<file path="src/rtl/ram_arbiter.sv">
// -----------------------------------------------------------------------------
// ram_arbiter
//
// Two-requester arbiter and command sequencer for the SPI slave's single-port
// RAM. Each granted transaction becomes a short burst of 10-bit command words
// {op[1:0], payload}:
//    write : {00, addr}  then {01, wdata}
//    read  : {10, addr}  then {11, 0}, then wait for ram_tx_valid
// The owning requester then gets a one-cycle ack. Read data is held in that
// port's rdata register.
//
// Build option:
//    RAM_ARB_RR_EN  defined   -> round-robin arbitration on contention
//                   undefined -> fixed priority, port A always wins
//
// Parameters:
//    ADDR_SIZE  RAM address width (must not exceed WORD_SIZE)
//    WORD_SIZE  RAM data word width
//
// Ports:
//    clk, rst_n              clock, synchronous active-low reset
//    a_req/a_we/a_addr/a_wdata   port A transaction request (held until a_ack)
//    a_ack, a_rdata          port A completion pulse and read data
//    b_*                     same as port A, for port B
//    ram_rx_valid, ram_din   command word strobe and word to the RAM
//    ram_tx_valid, ram_dout  read data returned by the RAM
//    busy                    high whenever a transaction is in flight
//    owner                   current or last granted port (0 = A, 1 = B)
// -----------------------------------------------------------------------------
module ram_arbiter #(
   parameter int ADDR_SIZE = 8,
   parameter int WORD_SIZE = 8
) (
   input  logic                 clk,
   input  logic                 rst_n,
   input  logic                 a_req,
   input  logic                 a_we,
   input  logic [ADDR_SIZE-1:0] a_addr,
   input  logic [WORD_SIZE-1:0] a_wdata,
   output logic                 a_ack,
   output logic [WORD_SIZE-1:0] a_rdata,
   input  logic                 b_req,
   input  logic                 b_we,
   input  logic [ADDR_SIZE-1:0] b_addr,
   input  logic [WORD_SIZE-1:0] b_wdata,
   output logic                 b_ack,
   output logic [WORD_SIZE-1:0] b_rdata,
   output logic                 ram_rx_valid,
   output logic [WORD_SIZE+1:0] ram_din,
   input  logic                 ram_tx_valid,
   input  logic [WORD_SIZE-1:0] ram_dout,
   output logic                 busy,
   output logic                 owner
);

   typedef enum logic [2:0] {
      ST_IDLE    = 3'd0,
      ST_ADDR    = 3'd1,
      ST_DATA    = 3'd2,
      ST_WAIT_RD = 3'd3,
      ST_DONE    = 3'd4
   } state_t;

   localparam logic [1:0] OP_WADDR = 2'b00;
   localparam logic [1:0] OP_WDATA = 2'b01;
   localparam logic [1:0] OP_RADDR = 2'b10;
   localparam logic [1:0] OP_RTRIG = 2'b11;

   // Pack an opcode and payload into one RAM command word.
   function automatic logic [WORD_SIZE+1:0] cmd_word(input logic [1:0]           op,
                                                     input logic [WORD_SIZE-1:0] payload);
      return {op, payload};
   endfunction

   state_t                 state_q,    state_d;
   logic                   we_q,       we_d;
   logic [ADDR_SIZE-1:0]   addr_q,     addr_d;
   logic [WORD_SIZE-1:0]   wdata_q,    wdata_d;
   logic                   owner_q,    owner_d;
   logic                   a_ack_q,    a_ack_d;
   logic                   b_ack_q,    b_ack_d;
   logic [WORD_SIZE-1:0]   a_rdata_q,  a_rdata_d;
   logic [WORD_SIZE-1:0]   b_rdata_q,  b_rdata_d;
   logic                   rx_valid_q, rx_valid_d;
   logic [WORD_SIZE+1:0]   din_q,      din_d;
   logic                   busy_q,     busy_d;
   logic                   grant_b_s;

`ifdef RAM_ARB_RR_EN
   // prio_b_q set means B wins the next contention (A was served last).
   logic                   prio_b_q,   prio_b_d;

   assign grant_b_s = b_req & (~a_req | prio_b_q);
`else
   assign grant_b_s = b_req & ~a_req;
`endif

   // Next-state and next-output logic. Outputs are computed one state ahead
   // so that every output comes straight from a flop.
   always_comb begin
      state_d    = state_q;
      we_d       = we_q;
      addr_d     = addr_q;
      wdata_d    = wdata_q;
      owner_d    = owner_q;
      a_ack_d    = 1'b0;
      b_ack_d    = 1'b0;
      a_rdata_d  = a_rdata_q;
      b_rdata_d  = b_rdata_q;
      rx_valid_d = 1'b0;
      din_d      = {(WORD_SIZE+2){1'b0}};
`ifdef RAM_ARB_RR_EN
      prio_b_d   = prio_b_q;
`endif

      case (state_q)
         ST_IDLE: begin
            if (a_req | b_req) begin
               owner_d = grant_b_s;
               if (grant_b_s) begin
                  we_d    = b_we;
                  addr_d  = b_addr;
                  wdata_d = b_wdata;
               end else begin
                  we_d    = a_we;
                  addr_d  = a_addr;
                  wdata_d = a_wdata;
               end
`ifdef RAM_ARB_RR_EN
               prio_b_d = ~grant_b_s;
`endif
               // Address word goes out in the ADDR cycle.
               rx_valid_d = 1'b1;
               din_d      = cmd_word(we_d ? OP_WADDR : OP_RADDR, WORD_SIZE'(addr_d));
               state_d    = ST_ADDR;
            end else begin
               state_d = ST_IDLE;
            end
         end

         ST_ADDR: begin
            // Data word (write) or read trigger goes out in the DATA cycle.
            rx_valid_d = 1'b1;
            if (we_q) begin
               din_d = cmd_word(OP_WDATA, wdata_q);
            end else begin
               din_d = cmd_word(OP_RTRIG, {WORD_SIZE{1'b0}});
            end
            state_d = ST_DATA;
         end

         ST_DATA: begin
            if (we_q) begin
               a_ack_d = ~owner_q;
               b_ack_d = owner_q;
               state_d = ST_DONE;
            end else begin
               state_d = ST_WAIT_RD;
            end
         end

         ST_WAIT_RD: begin
            // No timeout: a read waits as long as the RAM takes.
            if (ram_tx_valid) begin
               if (owner_q) begin
                  b_rdata_d = ram_dout;
                  b_ack_d   = 1'b1;
               end else begin
                  a_rdata_d = ram_dout;
                  a_ack_d   = 1'b1;
               end
               state_d = ST_DONE;
            end else begin
               state_d = ST_WAIT_RD;
            end
         end

         ST_DONE: begin
            state_d = ST_IDLE;
         end

         default: begin
            state_d = ST_IDLE;
         end
      endcase

      busy_d = (state_d != ST_IDLE);
   end

   // State and output registers with synchronous active-low reset.
   always_ff @(posedge clk) begin
      if (!rst_n) begin
         state_q    <= ST_IDLE;
         we_q       <= 1'b0;
         addr_q     <= {ADDR_SIZE{1'b0}};
         wdata_q    <= {WORD_SIZE{1'b0}};
         owner_q    <= 1'b0;
         a_ack_q    <= 1'b0;
         b_ack_q    <= 1'b0;
         a_rdata_q  <= {WORD_SIZE{1'b0}};
         b_rdata_q  <= {WORD_SIZE{1'b0}};
         rx_valid_q <= 1'b0;
         din_q      <= {(WORD_SIZE+2){1'b0}};
         busy_q     <= 1'b0;
`ifdef RAM_ARB_RR_EN
         prio_b_q   <= 1'b0;
`endif
      end else begin
         state_q    <= state_d;
         we_q       <= we_d;
         addr_q     <= addr_d;
         wdata_q    <= wdata_d;
         owner_q    <= owner_d;
         a_ack_q    <= a_ack_d;
         b_ack_q    <= b_ack_d;
         a_rdata_q  <= a_rdata_d;
         b_rdata_q  <= b_rdata_d;
         rx_valid_q <= rx_valid_d;
         din_q      <= din_d;
         busy_q     <= busy_d;
`ifdef RAM_ARB_RR_EN
         prio_b_q   <= prio_b_d;
`endif
      end
   end

   assign a_ack        = a_ack_q;
   assign b_ack        = b_ack_q;
   assign a_rdata      = a_rdata_q;
   assign b_rdata      = b_rdata_q;
   assign ram_rx_valid = rx_valid_q;
   assign ram_din      = din_q;
   assign busy         = busy_q;
   assign owner        = owner_q;

endmodule

</file>
<file path="config.mk">
export PLATFORM = sky130hd
export DESIGN_NAME = ram_arbiter
export DESIGN_NICKNAME = d
export VERILOG_FILES = /design/src/rtl/ram_arbiter.sv
export SDC_FILE = /design/constraint.sdc
export NUM_CORES = 1
export LEC_CHECK = 0
export ABC_AREA = 1
export CORE_MARGIN = 4
export CORE_UTILIZATION = 45
export DETAILED_ROUTE_END_ITERATION = 8
export PLACE_DENSITY = 0.95
export SYNTH_ARGS = -nofsm -noshare
export SYNTH_HDL_FRONTEND = slang
export SYNTH_SLANG_ARGS = --single-unit
</file>
<file path="constraint.sdc">
create_clock -name clk -period 2.73 [get_ports clk]
set_input_delay 0.273 -clock clk [delete_from_list [all_inputs] [get_ports clk]]
set_output_delay 0.273 -clock clk [all_outputs]
set_load 0.01 [all_outputs]
</file>
# After elaboration in Yosys (flattened, before gate mapping)
# Cells that the tools add are included.
# W data, S select, Z words.
# totals
ff_bits	43
input_bits	47
output_inout_bits	31
wordCells	46
# classes
eq_ne	3
muxes	23
bitwise_logic	4
reduce_logical	5
# op_table
cell	count
$mux W10	2
$pmux W10 S2	1
$mux W8	2
$pmux W3 S4	1
$mux W1	11
$eq A3 B2 Y1 const B	2
$mux W3	2
$pmux W1 S2	3
$reduce_and A3 Y1	2
$eq A3 B1 Y1 const B	1
$logic_not A3 Y1	1
$reduce_bool A3 Y1	1
$mux W2	1
$not A1 Y1	2
$reduce_and A2 Y1	1
$and A1 B1 Y1	1
$or A1 B1 Y1	1

# Logic depth before layout (Yosys ltp)
# Gate-level depths: netlist of run 1.
# logic_depth
depth_word	8
mapped_depth	7
ltp_nobuf	6

# Worst setup path before layout of run 1
# Ideal clock, no wire load.
# synth_path
path_type	reg2reg
start	reg state_q[0]
end	reg we_q
setup_time_ns	0.116
arrival_time_ns	0.962
t_required_ns	2.614
setup_slack_ns	1.651
path_stages_with_launch	7
n_path_buf	1
synth_period_minus_slack_ns	1.079
path_cell_list	dfxtp_1 > inv_1 > buf_4 > nand2_1 > nor2_4 > o21ai_0 > nor2_1
# synth_via
elab_chain_cells	2
# synth_lines
item	line_no	source
start: declaration	75	state_t state_q, state_d;
start signal: assignment	209	state_q <= state_d;
$logic_not A3 Y1	116	case (state_q)
$reduce_and A2 Y1 (no line)	n/a	
end signal: assignment	210	we_q <= we_d;
end: declaration	76	logic we_q, we_d;
# Every way passes these cells.
# A chain may end at the register's enable or synchronous reset.

# Final worst setup path of run 1
# layout_path
start	in a_req
end	reg din_q[5], in the netlist ram_din[5]
# layout_via
elab_chain_cells	5
elab_cells_between_ends	6
cone_classes	3 x mux; 3 x bitwise
# layout_lines
item	line_no	source
start: declaration	36	input logic a_req,
$not A1 Y1	95	assign grant_b_s = b_req & ~a_req;
$and A1 B1 Y1	95	
$mux W8	120	if (grant_b_s) begin
$mux W10 (*)	118	if (a_req | b_req) begin
$pmux W10 S2 (*)	116	
end signal: assignment	203	din_q <= {(WORD_SIZE+2){1'b0}};
end signal: assignment	219	din_q <= din_d;
end: declaration	85	logic [WORD_SIZE+1:0] din_q, din_d;
# Mark *: on every way between the ends. The rest lies on a longest branch, timed or not.

==> metrics.md, run 1 <==
| Metric | Value |
|---|---|
| Outcome | `finished, final reports clean` |
| IO Count | `78` |
| # hold bufs at CTS | `0` |
| Antenna cells | `0` |
| Filler cells | `288` |
| First-pass GRT wire length | `8.34 mm` |
| Unrepaired setup endpoints after global routing | `no` |
| Die H | `71.4 µm` |
| Post-synthesis sequential area ratio | `47.6%` |
| Area share of the largest cell type after synthesis | `47.6%` |
| Grt ovf | `0` |
| Top Family by Delay on Critical Path | `simple AND/OR/NAND/NOR gates` |
| CTS tree | `done` |
| Slew Limit Fails | `0` |
| Residual DRC | `0` |
| Net Sw Frac | `31.0%` |
| DR vias/cell | `4.98` |
| DIE AREA | `5100 µm²` |
| Asr flop ratio synth | `0%` |
| Multi-input gate area | `816 µm²` |
| Final TNS setup | `0 ns` |
| Post-DP HPWL | `3.95 mm` |
| Share of layout cells above drive strength 1 | `5.29%` |
| Slew HR | `61.1%` |
| Buffers & Inverters on Critical Path | `1` |
| CP max-delay cell | `clkdlybuf4s50_1` |
| Synth Flop Type | `dfxtp_1` |
| Worst-Margin Slew | `0.582 ns` |
| Peak VDD IR | `0.475 mV` |
| Synth area leader | `dfxtp_1` |
| Flop pwr share | `48.3%` |
| Cell Chain, Critical Path | `clkdlybuf4s50_1, nor2_2, nand3_1, nor2_1, nor2_1, nor2_1` |
| H-tree levels | `2` |
| Area contributors post-synth | `dfxtp_1 (48%), nand2_1 (17%), nor2_1 (10%), o21ai_0 (4.7%), a21oi_1 (3.9%)` |
| Critical Path Source Type | `input port` |
| Clock power share | `26.1%` |
| Final setup viols | `0` |
| Logic pwr share | `25.7%` |
| Register area | `861 µm²` |
| Yosys cell types | `19` |
| Drt wl/cell | `13.2 µm` |
| Post-synth EDFFs | `0` |
| Clock sink count | `43` |
| Die width | `71.4 µm` |
| CTS Buf Count | `5` |
| Worst Path Required | `2.96 ns` |
| Port bufs | `77` |
| Drt total wl | `5.11 mm` |
| Largest net degree at the start of global routing | `23` |
| Cts repair resizes | `0` |
| Post-CTS Setup Bufs | `0` |
| Most frequent cell after synthesis | `nand2_1` |
| Vias | `1933` |
| Clock root buffer master | `clkbuf_8` |
| Cell Rows | `22` |
| All-Layer GR Usage | `20.6%` |
| Vias in the first global route | `1833` |
| Number of max-cap violations | `0` |
| # placed instances | `380` |
| Cells after Synth | `263` |
| Synth Area per Inst | `6.87 µm²` |
| Final hold vios | `0` |
| Synth warn | `0` |
| Final #Nets | `386` |
| Net Switching | `0.000472 W` |
| Initial DRT Pass Iterations | `5` |
| Most frequent CP cell | `nor2_1` |
| Min cycle time layout | `1.74 ns` |
| Worst-path clk slew | `0.08 ns` |
| Final std cells w/o fill | `388` |
| Synth Register Bits | `43` |
| Synth Cell Area | `1810 µm²` |
| Post-synth top cells | `nand2_1 (84), nor2_1 (49), dfxtp_1 (43)` |
| DR iter-0 viols | `190` |
| Initial antenna violation count | `0` |
| Layout Skew | `0.00945 ns` |
| Clock Tree Buf Depth | `2` |
| Pwr dens | `567 nW/µm²` |
| Worst setup EP type | `register` |
| Core footprint | `3770 µm²` |
| Tot Pwr | `0.00152 W` |
| Tcrit/Tclk final | `63.9%` |
| Max frequency | `0.574 GHz` |
| Antenna-violating nets left | `0` |
| Worst min path class | `register to register` |
| Gp weighted congestion | `0.824` |
| Clk Latency, worst-skew pair | `0.30 ns` |
| Max Fanout on Critical Path | `15` |
| Synth-to-layout area growth | `48.5%` |
| Worst setup path class | `input port to register` |
| Slowest stage delay, CP | `0.62 ns` |
| Pint | `0.00105 W` |
| Syn_nets | `310` |
| Initial Utilization | `47.9%` |
| Worst Path Arrival | `1.97 ns` |
| Leak | `1.16 nW` |
## cell type report
class	count	area share, %
inverters	21	3.03
well taps	48	2.24
clock inverters	3	0.746
clock buffers	5	2.56
flip-flops and latches	43	32.1
repair buffers	78	29.0
multi-input cells	190	30.4
## sequential cells by signal, indices dropped and copies added, names as in the netlist
signal        flops
ram_din          10
a_rdata           8
b_rdata           8
wdata_q           8
state_q           3
a_ack             1
b_ack             1
busy              1
owner             1
ram_rx_valid      1
we_q              1
## worst reg2reg max path: stages (launching register included)
cell and delay (ns):
dfxtp_1 0.39, inv_1 0.31, nand3_1 0.42, nor2_1 0.27
nor2_1 0.08, nor2_1 0.11
## per-stage QoR
stage	setup WS [ns]	area (µm²)	hold WS (ns)	util, %
final	0.986	2690	0.468	71.2
after global routing	0.752	2690	0.487	71.2
after floorplan	1.65	1810	0.407	-
after global placement	0.829	2600	0.455	68.8
after CTS	0.972	2690	0.469	71.2
after detailed placement	0.705	2600	0.457	68.8
## final timing paths
| path | endpoint | start | slack (ns) | depth (start not counted) |
|---|---|---|---|---|
| worst min-delay path | wdata_q[2] | wdata_q[2] | 0.47 | 2 |
| worst min register to register | wdata_q[2] | wdata_q[2] | 0.47 | 2 |
| worst max-delay path | ram_din[5] | a_req | 0.99 | 6 |
| worst max register to register | ram_din[9] | state_q[0] | 1.08 | 5 |
## placed cells by master (no fill, tap or decap)
cell type,count
nand4_1,6
clkinvlp_4,2
clkinv_2,3
clkdlybuf4s50_1,77
a31oi_1,1
clkbuf_8,5
o21ai_0,17
dfxtp_1,43
nand2_2,2
inv_1,17
nand2_1,84
inv_2,1
clkinv_1,1
a21oi_1,14
nor2_4,2
buf_4,1
nand3_1,11
nand3b_1,2
nor2_1,49
nor2_2,2
## metal layers
metal / wire (µm) / global-route usage [%] / vias up
met5: 0 / 0 / -
met4: 110 / 8.56 / 0
met3: 249 / 2.81 / 12
met2: 2730 / 37.3 / 51
met1: 2010 / 24.2 / 898
li1: - / - / 972
## power by group through the flow
stage | combinational (W) | clock (W) | sequential (W)
finish | 0.000391 | 0.000396 | 0.000734
global route | 0.000434 | 0.000423 | 0.000740
CTS | 0.000391 | 0.000397 | 0.000732
detailed placement | 0.000385 | 0 | 0.000746
global placement | 0.000374 | 0 | 0.000742
floorplan | 0.000208 | 0 | 0.000748
## kinds of logic after synthesis
family | share of synthesized area, %
AND/OR/NAND/NOR | 36.2
flip-flops | 47.6
AO/OA/AOI/OAI | 8.93
buffers and inverters | 7.27
No activity file was read; power rests on OpenSTA's default activity.
==> run 2, diff against run 1 <==
--- a/config.mk
+++ b/config.mk
@@ -7,9 +7,9 @@
 export LEC_CHECK = 0
 export ABC_AREA = 1
 export CORE_MARGIN = 4
-export CORE_UTILIZATION = 45
+export CORE_UTILIZATION = 38
 export DETAILED_ROUTE_END_ITERATION = 8
-export PLACE_DENSITY = 0.95
+export PLACE_DENSITY = 0.87
 export SYNTH_ARGS = -nofsm -noshare
 export SYNTH_HDL_FRONTEND = slang
 export SYNTH_SLANG_ARGS = --single-unit
==> constraint.sdc (replaced) <==
create_clock -name clk -period 1.6 [get_ports clk]
set_input_delay 0.16 -clock clk [delete_from_list [all_inputs] [get_ports clk]]
set_output_delay 0.16 -clock clk [all_outputs]
set_load 0.01 [all_outputs]
==> metrics.md, run 2 (same netlist as run 1, synthesis figures left out) <==
| Metric | Value |
|---|---|
| Outcome | `finished, final reports clean (unchanged)` |
| Critical Path Source Type | `register (was input port)` |
| Cell Chain, Critical Path | `clkdlybuf4s50_1 (was clkdlybuf4s50_1, nor2_2, nand3_1, nor2_1, nor2_1, nor2_1)` |
| Antenna-violating nets left | `0 (unchanged)` |
| Place WS | `0.139 ns (was 0.705 ns)` |
| Buffers & Inverters on Critical Path | `1 (unchanged)` |
| Most frequent cells in the layout | `nand2_1 (84), clkdlybuf4s50_1 (77), nor2_1 (49), dfxtp_1 (43) (unchanged)` |
| Commonest non-fill, non-tap cell in the layout | `nand2_1 (unchanged)` |
| Worst-Margin Slew | `0.316 ns (was 0.582 ns)` |
| Met3 usage | `3.75% (was 2.81%)` |
| Final TNS setup | `0 ns (unchanged)` |
| Number of max-cap violations | `0 (unchanged)` |
| Register area | `861 µm² (unchanged)` |
| Pint | `0.00202 W (was 0.00105 W)` |
| Max reg flops | `10 (unchanged)` |
| Clock root buffer master | `clkbuf_8 (unchanged)` |
| Drt wl/cell | `12.2 µm (was 13.2 µm)` |
| Most Used Layer, Global Route | `met2 (unchanged)` |
| Worst Path Arrival | `1.29 ns (was 1.97 ns)` |
| Reg2reg start | `state_q[0] (unchanged)` |
| Worst setup margin | `0.146 ns (was 0.986 ns)` |
| DR vias/cell | `4.74 (was 4.98)` |
| Multi-input gate area | `816 µm² (unchanged)` |
| Largest net degree at the start of global routing | `20 (was 23)` |
| CTS tree | `done (unchanged)` |
| Min cycle time layout | `1.45 ns` |
| CTS Buf Count | `5 (unchanged)` |
| Final setup viols | `0 (unchanged)` |
| Gp weighted congestion | `0.812 (was 0.824)` |
| Vias | `1890 (was 1933)` |
| Drt total wl | `4.87 mm (was 5.11 mm)` |
| DR iter-0 viols | `192 (was 190)` |
| All-Layer GR Usage | `16.7% (was 20.6%)` |
| Layout Skew | `0.00669 ns (was 0.00945 ns)` |
| Initial antenna violation count | `0 (unchanged)` |
| Tcrit/Tclk final | `90.9%` |
| Cell Rows | `24 (was 22)` |
| Min-delay src | `wdata_q[0] (was wdata_q[2])` |
| Post-CTS Setup Bufs | `0 (unchanged)` |
| Max Fanout on Critical Path | `6 (was 15)` |
| Worst setup EP type | `primary output (was register)` |
| Vias in the first global route | `1775 (was 1833)` |
| Share of layout cells above drive strength 1 | `7.20% (was 5.29%)` |
| Slowest stage delay, CP | `0.58 ns (was 0.62 ns)` |
| Max frequency | `0.688 GHz` |
| Synth-to-layout area growth | `53.3% (was 48.5%)` |
| Final std cells w/o fill | `399 (was 388)` |
| Clock Tree Buf Depth | `2 (unchanged)` |
| Post-DP HPWL | `3.83 mm (was 3.95 mm)` |
| Port bufs | `77 (unchanged)` |
| # hold bufs at CTS | `0 (unchanged)` |
| Net Sw Frac | `27.8% (was 31.0%)` |
| Crit path launch | `owner (was a_req)` |
| Clock sink count | `43 (unchanged)` |
| Slew Limit Fails | `0 (unchanged)` |
| Worst setup path class | `register to primary output (was input port to register)` |
| Final #Nets | `393 (was 386)` |
| Core footprint | `4470 µm² (was 3770 µm²)` |
| IO Count | `78 (unchanged)` |
| Flop pwr share | `44.6% (was 48.3%)` |
| Clock power share | `30.7% (was 26.1%)` |
| Leak | `1.21 nW (was 1.16 nW)` |
| Worst-path clk slew | `0.08 ns (about the same)` |
| Peak VDD IR | `0.502 mV (was 0.475 mV)` |
| Slew HR | `78.9% (was 61.1%)` |
| Residual DRC | `0 (unchanged)` |
| Pwr dens | `1010 nW/µm² (was 567 nW/µm²)` |
| Clk Latency, worst-skew pair | `0.29 ns (was 0.30 ns)` |
| H-tree levels | `2 (unchanged)` |
| Die width | `77.0 µm (was 71.4 µm)` |
| Net Switching | `0.000777 W (was 0.000472 W)` |
| Initial Utilization | `40.4% (was 47.9%)` |
| DIE AREA | `5930 µm² (was 5100 µm²)` |
| First-pass GRT wire length | `8.07 mm (was 8.34 mm)` |
| Hold Slack | `0.480 ns (was 0.468 ns)` |
| M1 GR Usage | `19.6% (was 24.2%)` |
| Filler cells | `389 (was 288)` |
| Worst Path Required | `1.44 ns (was 2.96 ns)` |
| Initial DRT Pass Iterations | `4 (was 5)` |
| Antenna cells | `0 (unchanged)` |
| Logic pwr share | `24.7% (was 25.7%)` |
| Grt ovf | `0 (unchanged)` |
| Final hold vios | `0 (unchanged)` |
| Met2 Resource Use GR | `29.8% (was 37.3%)` |
| Die H | `77.0 µm (was 71.4 µm)` |
| Top Family by Delay on Critical Path | `buffers and inverters (was simple AND/OR/NAND/NOR gates)` |
| CP max-delay cell | `clkdlybuf4s50_1 (unchanged)` |
| Tot Pwr | `0.00279 W (was 0.00152 W)` |
| Cts repair resizes | `0 (unchanged)` |
| # placed instances | `391 (was 380)` |
| Unrepaired setup endpoints after global routing | `no (unchanged)` |
| Worst min path class | `register to register (unchanged)` |
## run 2: final cells by class
type	instances	share of cell area, %
clock inverter	2	1.26
tap	52	2.35
multi-input combinational	190	29.4
timing repair buffer	85	30.0
clock buffer	6	2.98
inverter	21	2.93
sequential	43	31.1
## run 2: stage by stage
stage | area (µm²) | utilization [%]
after CTS | 2770 | 61.9
after global routing | 2770 | 61.9
after floorplan | 1810 | -
final | 2770 | 61.9
after global placement | 2650 | 59.3
after detailed placement | 2650 | 59.3
## run 2: path summary, 6_finish.rpt
| kind | end | slack (ns) | cells past startpoint |
|---|---|---|---|
| worst min register to register | wdata_q[0] | 0.48 | 2 |
| worst max-delay path | owner | 0.15 | 1 |
| worst max register to register | wdata_q[3] | 0.23 | 5 |
| worst min-delay path | wdata_q[0] | 0.48 | 2 |
## run 2: routing by layer
metal	wire [µm]	vias up
met5	0	-
met4	87	0
met3	298	9
met2	2410	54
met1	2070	838
li1	-	989
## run 2: power by group through the flow
| stage | Sequential (W) | Combinational (W) | Clock [W] |
|---|---|---|---|
| floorplan | 0.00128 | 0.000354 | 0 |
| global placement | 0.00127 | 0.000671 | 0 |
| detailed placement | 0.00127 | 0.000685 | 0 |
| CTS | 0.00124 | 0.000692 | 0.000878 |
| global route | 0.00126 | 0.000766 | 0.000921 |
| finish | 0.00125 | 0.000690 | 0.000859 |
==> run 3, diff against run 2 <==
--- a/config.mk
+++ b/config.mk
@@ -6,7 +6,6 @@
 export NUM_CORES = 1
 export LEC_CHECK = 0
 export ABC_AREA = 1
-export CORE_MARGIN = 4
 export CORE_UTILIZATION = 38
 export DETAILED_ROUTE_END_ITERATION = 8
 export PLACE_DENSITY = 0.87
==> metrics.md, run 3 (same netlist as run 1, synthesis figures left out) <==
| Metric | Value |
|---|---|
| DR vias/cell | `4.71 (was 4.74)` |
| Outcome | `finished with violations (was finished, final reports clean)` |
| Cell Chain, Critical Path | `clkdlybuf4s50_1 (unchanged)` |
| Port bufs | `77 (unchanged)` |
| Reg2reg start | `state_q[0] (unchanged)` |
| Buffers & Inverters on Critical Path | `1 (unchanged)` |
| Initial Utilization | `40.4% (unchanged)` |
| Pwr dens | `949 nW/µm² (was 1010 nW/µm²)` |
| Hold Path End | `wdata_q[1] (was wdata_q[0])` |
| Worst setup EP type | `primary output (unchanged)` |
| Worst Reg-to-Reg Cells | `6 (was 5)` |
| Max Fanout on Critical Path | `6 (unchanged)` |
| Slew Limit Fails | `0 (unchanged)` |
| Min-delay src | `wdata_q[1] (was wdata_q[0])` |
| Top Family by Delay on Critical Path | `buffers and inverters (unchanged)` |
| Reg2Reg Setup Slack | `0.21 ns (was 0.23 ns)` |
| Cell Rows | `24 (unchanged)` |
| Final setup viols | `0 (unchanged)` |
| Vias | `1881 (was 1890)` |
| Residual DRC | `5 (was 0)` |
| Register area | `861 µm² (unchanged)` |
| Met2 Resource Use GR | `30.6% (was 29.8%)` |
| Antenna cells | `0 (unchanged)` |
| IO Count | `78 (unchanged)` |
| Worst setup margin | `0.144 ns (was 0.146 ns)` |
| Drt wl/cell | `11.7 µm (was 12.2 µm)` |
| Failing checks | `design-rule violations` |
| Met3 usage | `4.42% (was 3.75%)` |
| Final hold vios | `0 (unchanged)` |
| Worst Path Arrival | `1.30 ns (was 1.29 ns)` |
| Post-DP HPWL | `3.52 mm (was 3.83 mm)` |
| Worst-path clk slew | `0.07 ns (was 0.08 ns)` |
| Largest net degree at the start of global routing | `20 (unchanged)` |
| Initial DRT Pass Iterations | `9 (was 4)` |
| Min cycle time layout | `1.46 ns (was 1.45 ns)` |
| Tot Pwr | `0.00259 W (was 0.00279 W)` |
| M1 GR Usage | `25.5% (was 19.6%)` |
| Final TNS setup | `0 ns (unchanged)` |
| Max reg flops | `10 (unchanged)` |
| Max frequency | `0.687 GHz (was 0.688 GHz)` |
| Place WS | `0.180 ns (was 0.139 ns)` |
| Grt ovf | `0 (unchanged)` |
| Most Used Layer, Global Route | `met2 (unchanged)` |
| Drt total wl | `4.68 mm (was 4.87 mm)` |
| Clk Latency, worst-skew pair | `0.29 ns (about the same)` |
| Tcrit/Tclk final | `91.0% (was 90.9%)` |
| Worst-Margin Slew | `0.326 ns (was 0.316 ns)` |
| Final #Nets | `393 (unchanged)` |
| First-pass GRT wire length | `7.70 mm (was 8.07 mm)` |
| Antenna-violating nets left | `0 (unchanged)` |
| Worst Hold Path Cells | `2 (unchanged)` |
| Die H | `71.0 µm (was 77.0 µm)` |
| Gp weighted congestion | `0.815 (was 0.812)` |
| Design Area, Final | `2740 µm² (was 2770 µm²)` |
| Placed instance area | `2650 µm² (unchanged)` |
| CTS Buf Count | `5 (unchanged)` |
| Leak | `1.20 nW (was 1.21 nW)` |
| Clock Tree Buf Depth | `2 (unchanged)` |
| Most frequent cells in the layout | `nand2_1 (84), clkdlybuf4s50_1 (77), nor2_1 (49), dfxtp_1 (43) (unchanged)` |
| Slowest stage delay, CP | `0.59 ns (was 0.58 ns)` |
| Commonest non-fill, non-tap cell in the layout | `nand2_1 (unchanged)` |
| Critical Path Source Type | `register (unchanged)` |
| Vias in the first global route | `1686 (was 1775)` |
| Clock sink count | `43 (unchanged)` |
| DR iter-0 viols | `164 (was 192)` |
| All-Layer GR Usage | `19.1% (was 16.7%)` |
| Initial antenna violation count | `0 (unchanged)` |
| Synth-to-layout area growth | `51.3% (was 53.3%)` |
| Clock root buffer master | `clkbuf_8 (unchanged)` |
| Share of layout cells above drive strength 1 | `6.63% (was 7.20%)` |
| Filler cells | `387 (was 389)` |
| CP max-delay cell | `clkdlybuf4s50_1 (unchanged)` |
| Layout Skew | `0.0110 ns (was 0.00669 ns)` |
| Worst Path Required | `1.44 ns (about the same)` |
| # hold bufs at CTS | `0 (unchanged)` |
| Worst setup path class | `register to primary output (unchanged)` |
| Slew HR | `78.3% (was 78.9%)` |
| CTS tree | `done (unchanged)` |
| Cts repair resizes | `0 (unchanged)` |
| Peak VDD IR | `0.475 mV (was 0.502 mV)` |
| Worst min path class | `register to register (unchanged)` |
| Unrepaired setup endpoints after global routing | `no (unchanged)` |
| DIE AREA | `5040 µm² (was 5930 µm²)` |
| Post-CTS Setup Bufs | `0 (unchanged)` |
| Number of max-cap violations | `0 (unchanged)` |
| Die width | `71.0 µm (was 77.0 µm)` |
| Reg2reg end | `busy (was wdata_q[3])` |
| Core footprint | `4470 µm² (unchanged)` |
| H-tree levels | `2 (unchanged)` |
| Multi-input gate area | `816 µm² (unchanged)` |
run 3: cell types whose count changed in the layout (fill, tap and decap cells not counted), sizes merged:
cell,change
bufinv,-1
clkbuf,+1
run 3: power by group:
| group | leakage [nW] | total, W | internal [W] | switching [W] |
|---|---|---|---|---|
| Combinational | 0.803 | 0.000696 | 0.000345 | 0.000351 |
| Clock | 0.0422 | 0.000652 | 0.000307 | 0.000345 |
| Sequential | 0.351 | 0.00125 | 0.00118 | 0.0000710 |
| Total | 1.20 | 0.00259 | 0.00183 | 0.000767 |
run 3: area by class of cell:
type / instances / share of cell area (%)
clock buffers: 7 / 2.79
clock inverters: 1 / 0.183
inverters: 21 / 2.97
multi-input cells: 190 / 29.8
flip-flops and latches: 43 / 31.5
well taps: 52 / 2.38
repair buffers: 85 / 30.4
run 3: through the flow:
stage / hold slack [ns] / instances / util [%]
detailed placement: 0.456 / 391 / 59.3
global placement: 0.456 / 391 / 59.3
finish: 0.468 / 399 / 61.1
CTS: 0.467 / 399 / 61.1
global route: 0.497 / 399 / 61.1
floorplan: 0.294 / 263 / -
run 3: worst min-delay path: cells and delay by family, from the launching register on:
| kind | cells | cell delay [ns] |
|---|---|---|
| and+or+nand+nor | 1 | 0.06 |
| DFF | 1 | 0.31 |
| AOI/OAI and AO/OA | 1 | 0.05 |
run 3: layer usage:
metal	wire, µm	up-vias	share of wire (%)
met5	0	-	0
met4	88	0	1.9
met3	310	8	6.6
met2	2230	70	48
met1	2060	816	44
li1	-	987	-
run 3: worst max-delay path by stage:
stage | start | slack (ns) | to | cells after the start
global route | owner | 0.07 | owner | 1
detailed placement | a_req | 0.18 | busy | 8
CTS | owner | 0.12 | owner | 1
floorplan | state_q[0] | 0.52 | we_q | 6
finish | owner | 0.14 | owner | 1
global placement | a_req | 0.22 | busy | 8
